## src/rtl/sram_pkg.sv

```systemverilog
// Shared encodings for the 1024x8 SRAM controller and its bus-side sequencer:
// op/state codes, status bit positions, the command word layout and the FSM states.
package sram_pkg;

    localparam logic [7:0] ST_IDLE  = 8'h01;
    localparam logic [7:0] ST_SPLIT = 8'h02;
    localparam logic [7:0] ST_W_ALL = 8'h04;
    localparam logic [7:0] ST_R_ALL = 8'h08;
    localparam logic [7:0] ST_W_ONE = 8'h10;
    localparam logic [7:0] ST_R_ONE = 8'h20;
    localparam logic [7:0] ST_R_REG = 8'h40;
    localparam logic [7:0] ST_ERROR = 8'hFF;

    localparam int STAT_CHG = 8;
    localparam int STAT_FIN = 9;

    typedef struct packed {
        logic [7:0]  op;
        logic [7:0]  data;
        logic [15:0] addr;
    } cmd_t;

    localparam cmd_t CMD_PARK = '0;

    typedef enum logic [2:0] {
        S_IDLE,
        S_WALL,
        S_RALL,
        S_RREG,
        S_NEXT,
        S_END
    } seq_state_e;

    function automatic cmd_t mk_cmd(input logic [7:0] op, input logic [7:0] data,
                                    input logic [15:0] addr);
        cmd_t c;
        c.op   = op;
        c.data = data;
        c.addr = addr;
        return c;
    endfunction

endpackage

```

## src/rtl/sram_test_chk.sv

```systemverilog
// Read-back checker: counts data mismatches (saturating at 2**(AW+1)) and
// captures the address and data of the first one.
module sram_test_chk #(
    parameter int AW = 10,
    parameter int DW = 8
) (
    input  logic          clk,
    input  logic          reset_n,
    input  logic          clr,
    input  logic          sample_en,
    input  logic [DW-1:0] exp,
    input  logic [AW-1:0] rd_addr,
    input  logic [DW-1:0] rd_data,
    output logic [AW+1:0] err_cnt,
    output logic [AW-1:0] first_err_addr,
    output logic [DW-1:0] first_err_data
);

    localparam logic [AW+1:0] ERR_MAX = {2'b10, {AW{1'b0}}};

    logic mismatch;
    assign mismatch = sample_en && (rd_data != exp);

    // NOTE: state is updated with non-blocking assignments so every flop in the
    // design samples pre-edge values, independent of process evaluation order.
    always_ff @(posedge clk or negedge reset_n) begin
        if (!reset_n) begin
            err_cnt        <= '0;
            first_err_addr <= '0;
            first_err_data <= '0;
        end else if (clr) begin
            err_cnt        <= '0;
            first_err_addr <= '0;
            first_err_data <= '0;
        end else if (mismatch) begin
            if (err_cnt == '0) begin
                first_err_addr <= rd_addr;
                first_err_data <= rd_data;
            end
            if (err_cnt != ERR_MAX) err_cnt <= err_cnt + 1'b1;
        end
    end

endmodule

```

## src/rtl/sram_test_seq.sv

```systemverilog
// Two-pass pattern test sequencer sitting upstream of the SRAM controller:
// writes P, reads back and compares, repeats with ~P, reports to the host.
module sram_test_seq
    import sram_pkg::*;
#(
    parameter int AW = 10,
    parameter int DW = 8,
    parameter int TO_W = 16,
    parameter logic [TO_W-1:0] TIMEOUT = TO_W'(4096)
) (
    input  logic          clk,
    input  logic          reset_n,
    input  logic          start,
    input  logic [DW-1:0] pattern,
    output logic          busy,
    output logic          done,
    output logic          pass,
    output logic          timeout,
    output logic          abort,
    output logic [AW+1:0] err_cnt,
    output logic [AW-1:0] first_err_addr,
    output logic [DW-1:0] first_err_data,
    output logic [31:0]   cmd,
    input  logic [31:0]   status,
    input  logic [31:0]   outp_data,
    input  logic [31:0]   outp_addr
);

    seq_state_e state, state_nxt;
    cmd_t       cmd_q, cmd_nxt;
    logic       busy_nxt, done_nxt, pass_nxt, timeout_nxt, abort_nxt;
    logic       pass_sel, pass_sel_nxt;
    logic [DW-1:0] pat, pat_nxt, exp_data;
    logic [AW-1:0] rd_ptr, rd_ptr_nxt, rd_ptr_inc;
    logic [TO_W-1:0] wd_cnt;
    logic [7:0] st_code, st_q, exp_op;
    logic       chg_q, op_seen;
    logic       chg_rise, op_done, sample_en, last_addr, clr;
    logic       wd_clr, wd_hit, ctl_err, stop;
    logic       unused_bits;

    assign st_code    = status[7:0];
    assign chg_rise   = status[STAT_CHG] && !chg_q;
    assign exp_op     = (state == S_RALL) ? ST_R_ALL : ST_W_ALL;
    // Completion = the issued op was observed and the controller is back in IDLE.
    assign op_done    = op_seen && (st_code == ST_IDLE);
    assign sample_en  = (state == S_RREG) && (st_code == ST_R_REG) && status[STAT_FIN]
                        && (outp_addr[AW-1:0] == rd_ptr);
    assign rd_ptr_inc = rd_ptr + 1'b1;
    assign last_addr  = (rd_ptr == '1);
    assign exp_data   = pass_sel ? ~pat : pat;
    assign clr        = (state == S_IDLE) && start;

    assign wd_clr  = (st_code != st_q) || sample_en;
    assign wd_hit  = busy && (state != S_END) && !wd_clr && (wd_cnt == TIMEOUT - 1'b1);
    assign ctl_err = busy && (st_code == ST_ERROR) && (state inside {S_WALL, S_RALL, S_RREG});
    assign stop    = wd_hit || ctl_err;

    assign cmd = cmd_q;
    assign unused_bits = ^{status[31:10], outp_data[31:DW], outp_addr[31:AW]};

    sram_test_chk #(.AW(AW), .DW(DW)) u_chk (
        .clk            (clk),
        .reset_n        (reset_n),
        .clr            (clr),
        .sample_en      (sample_en),
        .exp            (exp_data),
        .rd_addr        (rd_ptr),
        .rd_data        (outp_data[DW-1:0]),
        .err_cnt        (err_cnt),
        .first_err_addr (first_err_addr),
        .first_err_data (first_err_data)
    );

    always_ff @(posedge clk or negedge reset_n) begin
        if (!reset_n) state <= S_IDLE;
        else          state <= state_nxt;
    end

    // NOTE: every variable assigned in a combinational block gets a default
    // first, so no path leaves it unassigned and no latch is inferred.
    always_comb begin
        state_nxt = state;
        case (state)
            S_IDLE: if (start) state_nxt = S_WALL;
            S_WALL: if (op_done) state_nxt = S_RALL;
            S_RALL: if (op_done) state_nxt = S_RREG;
            S_RREG: if (sample_en && last_addr) state_nxt = S_NEXT;
            S_NEXT: state_nxt = pass_sel ? S_END : S_WALL;
            S_END:  state_nxt = S_IDLE;
            default: state_nxt = S_IDLE;
        endcase
        if (stop) state_nxt = S_END;
    end

    always_comb begin
        cmd_nxt      = cmd_q;
        busy_nxt     = busy;
        done_nxt     = 1'b0;
        pass_nxt     = pass;
        timeout_nxt  = timeout;
        abort_nxt    = abort;
        pat_nxt      = pat;
        pass_sel_nxt = pass_sel;
        rd_ptr_nxt   = rd_ptr;
        case (state)
            S_IDLE: if (start) begin
                pat_nxt      = pattern;
                pass_nxt     = 1'b0;
                timeout_nxt  = 1'b0;
                abort_nxt    = 1'b0;
                pass_sel_nxt = 1'b0;
                busy_nxt     = 1'b1;
                cmd_nxt      = mk_cmd(ST_W_ALL, 8'(pattern), 16'h0);
            end
            S_WALL: if (chg_rise && st_code == ST_W_ALL)
                cmd_nxt = mk_cmd(ST_R_ALL, 8'h0, 16'h0);
            S_RALL: if (chg_rise && st_code == ST_R_ALL) begin
                cmd_nxt    = mk_cmd(ST_R_REG, 8'h0, 16'h0);
                rd_ptr_nxt = '0;
            end
            S_RREG: if (sample_en) begin
                rd_ptr_nxt = rd_ptr_inc;
                cmd_nxt    = last_addr ? CMD_PARK
                           : mk_cmd(ST_R_REG, 8'h0, {{(16-AW){1'b0}}, rd_ptr_inc});
            end
            S_NEXT: if (!pass_sel) begin
                pass_sel_nxt = 1'b1;
                cmd_nxt      = mk_cmd(ST_W_ALL, 8'(~pat), 16'h0);
            end
            S_END: begin
                done_nxt = 1'b1;
                busy_nxt = 1'b0;
                pass_nxt = (err_cnt == '0) && !abort && !timeout;
                cmd_nxt  = CMD_PARK;
            end
            default: ;
        endcase
        if (stop) begin
            timeout_nxt = timeout | wd_hit;
            abort_nxt   = abort | ctl_err;
            cmd_nxt     = CMD_PARK;
        end
    end

    always_ff @(posedge clk or negedge reset_n) begin
        if (!reset_n) begin
            cmd_q    <= CMD_PARK;
            busy     <= 1'b0;
            done     <= 1'b0;
            pass     <= 1'b0;
            timeout  <= 1'b0;
            abort    <= 1'b0;
            pat      <= '0;
            pass_sel <= 1'b0;
            rd_ptr   <= '0;
        end else begin
            cmd_q    <= cmd_nxt;
            busy     <= busy_nxt;
            done     <= done_nxt;
            pass     <= pass_nxt;
            timeout  <= timeout_nxt;
            abort    <= abort_nxt;
            pat      <= pat_nxt;
            pass_sel <= pass_sel_nxt;
            rd_ptr   <= rd_ptr_nxt;
        end
    end

    // Edge/change history for status plus the per-op "issued code seen" flag.
    always_ff @(posedge clk or negedge reset_n) begin
        if (!reset_n) begin
            st_q    <= ST_IDLE;
            chg_q   <= 1'b0;
            op_seen <= 1'b0;
            wd_cnt  <= '0;
        end else begin
            st_q  <= st_code;
            chg_q <= status[STAT_CHG];
            if (state_nxt != state)       op_seen <= 1'b0;
            else if (st_code == exp_op)   op_seen <= 1'b1;
            if (wd_clr || !busy) wd_cnt <= '0;
            else                 wd_cnt <= wd_cnt + 1'b1;
        end
    end

endmodule

```

## config.mk

```make
export PLATFORM = sky130hd
export DESIGN_NAME = sram_test_seq
export DESIGN_NICKNAME = d
export VERILOG_FILES = /design/src/rtl/sram_pkg.sv /design/src/rtl/sram_test_chk.sv /design/src/rtl/sram_test_seq.sv
export SDC_FILE = /design/constraint.sdc
export NUM_CORES = 1
export LEC_CHECK = 0
export CORE_AREA = 3 3 114 116
export DETAILED_ROUTE_END_ITERATION = 6
export DIE_AREA = 0 0 117 119
export PLACE_DENSITY = 0.83
export REMOVE_ABC_BUFFERS = 1
export SLEW_MARGIN = 20
export SYNTH_ARGS = -nofsm -noshare
export SYNTH_HDL_FRONTEND = slang
export SYNTH_SLANG_ARGS = --single-unit
```

## constraint.sdc

```tcl
create_clock -name clk -period 2.7 [get_ports clk]
set_input_delay 0.81 -clock clk [delete_from_list [all_inputs] [get_ports clk]]
set_output_delay 0.81 -clock clk [all_outputs]
set_load 0.02 [all_outputs]
```

==> impl_metrics.csv <==
group,metric,value,unit
layout,final_cell_area,0.00750,mm²
setup_path,crit_path_cell_trace,"clkdlybuf4s50_1, xor2_1, nor4_4, and4_4, buf_8, o211ai_1, or3_4, a21oi_2",
sta,worst_slew_pin_slew,0.529,ns
setup_path,crit_type,"in -> reg",
die,core,0.0120,mm²
placement,port_buffers,94,
setup_path,slowest_delay,0.45,ns
setup_path,crit_path_end_kind,"register",
pwr,switching_share,30.6,%
grt,antenna_found_initial,0,
clocking,clock-sinks,104,
layout,mostFrequentLayoutCells,"114 x nand2_1, 103 x dfrtp_1, 83 x clkdlybuf4s50_1, 68 x buf_4, 51 x nor2_1",
placement,place_hpwl,10900,µm
layout,layout_commonest_cell,"nand2_1",
clocking,ctsHoldBuffers,0,
routing,dr_wl_met3,1070,µm
sta,relSlewSlack,64.7,%
yosys,yosysTopAreaCellShare,47.6,%
setup_path,critPathMaxFanout,8,
layout,fin_cells,902,
yosys,synthFlopType,"dfrtp_1",
setup_path,crit_path_top_delay_cell,"clkdlybuf4s50_1",
die,dieHeight,119,µm
sta,worst_clock_skew,0.00526,ns
routing,ant_nets,0,
grt,grt_max_degree,39,
yosys,synth_edf_count,0,
pwr,p_int,2.91,mW
die,rows,40,
yosys,synthSimpleGateAreaFrac,24.6,%
grt,grt_pass1_wl,25500,µm
routing,drc,0,
grt,grt_pass1_vias,5257,
die,start_util,45.1,%
routing,vias,5059,
sta,hold_viol,0,
routing,drt_first_pass_iters,5,
pwr,total_power,4.19,mW
sta,period_needed,2.65,ns
die,num_io_pins,174,
clocking,cts-root-buf,"clkbuf_16",
yosys,ys_seq_elements,104,
clocking,cts_buffer_depth,2,
yosys,synth.area.top_cells,"dfrtp_1 48%, nand2_1 7.9%, xnor2_1 4.5%",
clocking,insertion_delay,0.35,ns
yosys,yosys.area.top_type,"dfrtp_1",
placement,postPlaceCellArea,0.00691,mm²
pwr,seqPwrFrac,44.6,%
layout,drive_above_1_share,18.0,%
layout,multi_input_area,0.00283,mm²
yosys,synth_area,0.00541,mm²
yosys,synthArstFlopShare,100,%
layout,regArea,0.00260,mm²
pwr,vdd_ir_drop_max,0.476,mV
yosys,synth-seq-area-share,48.1,%
yosys,avgSynthCellArea,9.02,µm²
layout,final_nets,861,
routing,top_layer_used,"met4",
routing,via_per_inst,5.61,
placement,place_ws,-0.714,ns
pwr,power_density,559,mW/mm²
sta,rsz0062_at_grt,"true",
clocking,clk_pin_slew,0.07,ns
layout,n_fill_cell,948,
run_status,status,"completed",
setup_path,cp.required,2.98,ns
yosys,synth.distinct_cells,62,
clocking,numCtsBuffers,9,
placement,gp_congestion,0.898,
clocking,cts_tree,"done",
grt,grt_usage,23.1,%
setup_path,arrival,2.93,ns
routing,wire_per_inst,17.2,µm
sta,finalSetupViolations,0,
grt,grt_remaining_overflow,0,
sta,hold_ws,0.434,ns
sta,finalWorstSetupSlack,0.0451,ns
layout,area_growth,38.5,%
pwr,power_frac_comb,26.1,%
placement,dp.cells,875,
routing,wl_met1,6160,µm
yosys,synth-adder-area-share,0.924,%
routing,totalWireLength,15600,µm
clocking,h-tree-depth,3,
yosys,yosysWarnings,0,
pwr,pwr-share-clk,29.2,%
layout,antenna_cells,0,
yosys,synthMuxAreaShare,0.994,%
yosys,synth-compound-area-share,12.8,%
routing,wl_met2,7720,µm
setup_path,critPathLaunchType,"primary input",
pwr,leakagePower,3.23,nW
yosys,synth_top_family_by_area,"simple AND/OR/NAND/NOR gates",
yosys,netlist_instances,600,
sta,fmax,377,MHz
worst_hold_path,hp-class,"in -> async",
die,fp.dieW,117,µm
job,maxCapViolCount,0,
yosys,synth-xor-area-share,7.77,%
routing,drt_first_iter_violations,382,
die,die_area,0.0139,mm²
pwr,netSwitchingPower,1.28,mW
sta,finalCritPeriodShare,98.3,%
sta,finalMaxSlewViolations,0,
[Yosys cell counts, drive strengths merged (6+ instances only)]
library cell,n
o21ai,46
xnor2,28
a31oi,8
and3,7
xor2,20
inv,12
nor4,14
nor2b,10
nand3b,6
a21oi,21
or3,6
nor2,52
or4,6
nor3,16
a221oi,8
nand4,11
nand3,17
buf,17
dfrtp,103
nand2,114
clkbuf,23
[registers in the layout, indices dropped and copies added (netlist names), 3 cells and up]
register              count
u_chk.first_err_data      8
rd_ptr                   10
u_chk.err_cnt            12
u_chk.first_err_addr     10
state                     3
st_q                      8
wd_cnt                   16
cmd                      21
pat                       8
[path summary, 6_finish.rpt]
path | startpoint | to | slack (ns) | cells after the start
max | outp_addr[2] | u_chk.err_cnt[2] | 0.05 | 8
min | reset_n | wd_cnt[14] | 0.43 | 1
max reg2reg | wd_cnt[0] | op_seen | 0.11 | 7
min reg2reg | wd_cnt[0] | wd_cnt[0] | 0.51 | 1
max in group asynchronous | reset_n | u_chk.first_err_data[2] | 1.69 | 2
min in group clk | wd_cnt[0] | wd_cnt[0] | 0.51 | 1
[critical path, delay by kind of cell]
kind | cells | cell delay (ns)
AO/OA/AOI/OAI | 2 | 0.30
XOR/XNOR | 1 | 0.19
buffers and inverters | 2 | 0.59
AND/OR/NAND/NOR | 3 | 1.03
[cell families (layout without fill, tap and decap cells)]
family / Yosys count / after routing
other: 1 / 11
flip-flops: 104 / 104
adder cells (fa/ha/maj): 4 / 4
buffers and inverters: 52 / 197
AND/OR/NAND/NOR: 277 / 277
XOR/XNOR: 48 / 48
multiplexers: 5 / 5
AO/OA/AOI/OAI: 109 / 109
[routing by layer]
metal	track usage (%)	vias to the layer above
li1	-	2361
met1	28.6	2436
met2	38.5	212
met3	4.07	50
met4	10.8	0
met5	0	-
[power groups by stage]
stage                     clock (mW)  combinational (mW)  sequential [mW]
after floorplan                    0               0.405             1.97
after global placement             0               0.985             1.88
after detailed placement           0                1.02             1.89
after CTS                       1.24                1.06             1.87
after global routing            1.32                1.20             1.89
final                           1.22                1.09             1.87
[final cells by class]
| cell class | count | area share (%) |
|---|---|---|
| multi-input cells | 454 | 37.7 |
| repair buffers | 169 | 20.9 |
| well taps | 147 | 2.45 |
| flip-flops and latches | 104 | 34.7 |
| clock buffers | 16 | 3.62 |
| inverters | 12 | 0.601 |
[metrics by stage]
stage / utilization [%] / setup TNS (ns)
detailed placement: 57.6 / -42.96
global route: 62.4 / -0.000546
global placement: 57.6 / -39.11
finish: 62.4 / 0
floorplan: - / -13.69
CTS: 61.5 / 0
[timing repair]
| action | CTS | global route |
|---|---|---|
| setup endpoints to repair | 81 | 43 |
| resized for setup | 37 | 27 |
| setup buffers | 8 | 3 |
| endpoints found under the hold margin | 0 | 0 |
| gates cloned | 0 | 0 |
| pin swaps | 10 | 15 |
(Power assumes the default switching activity.)
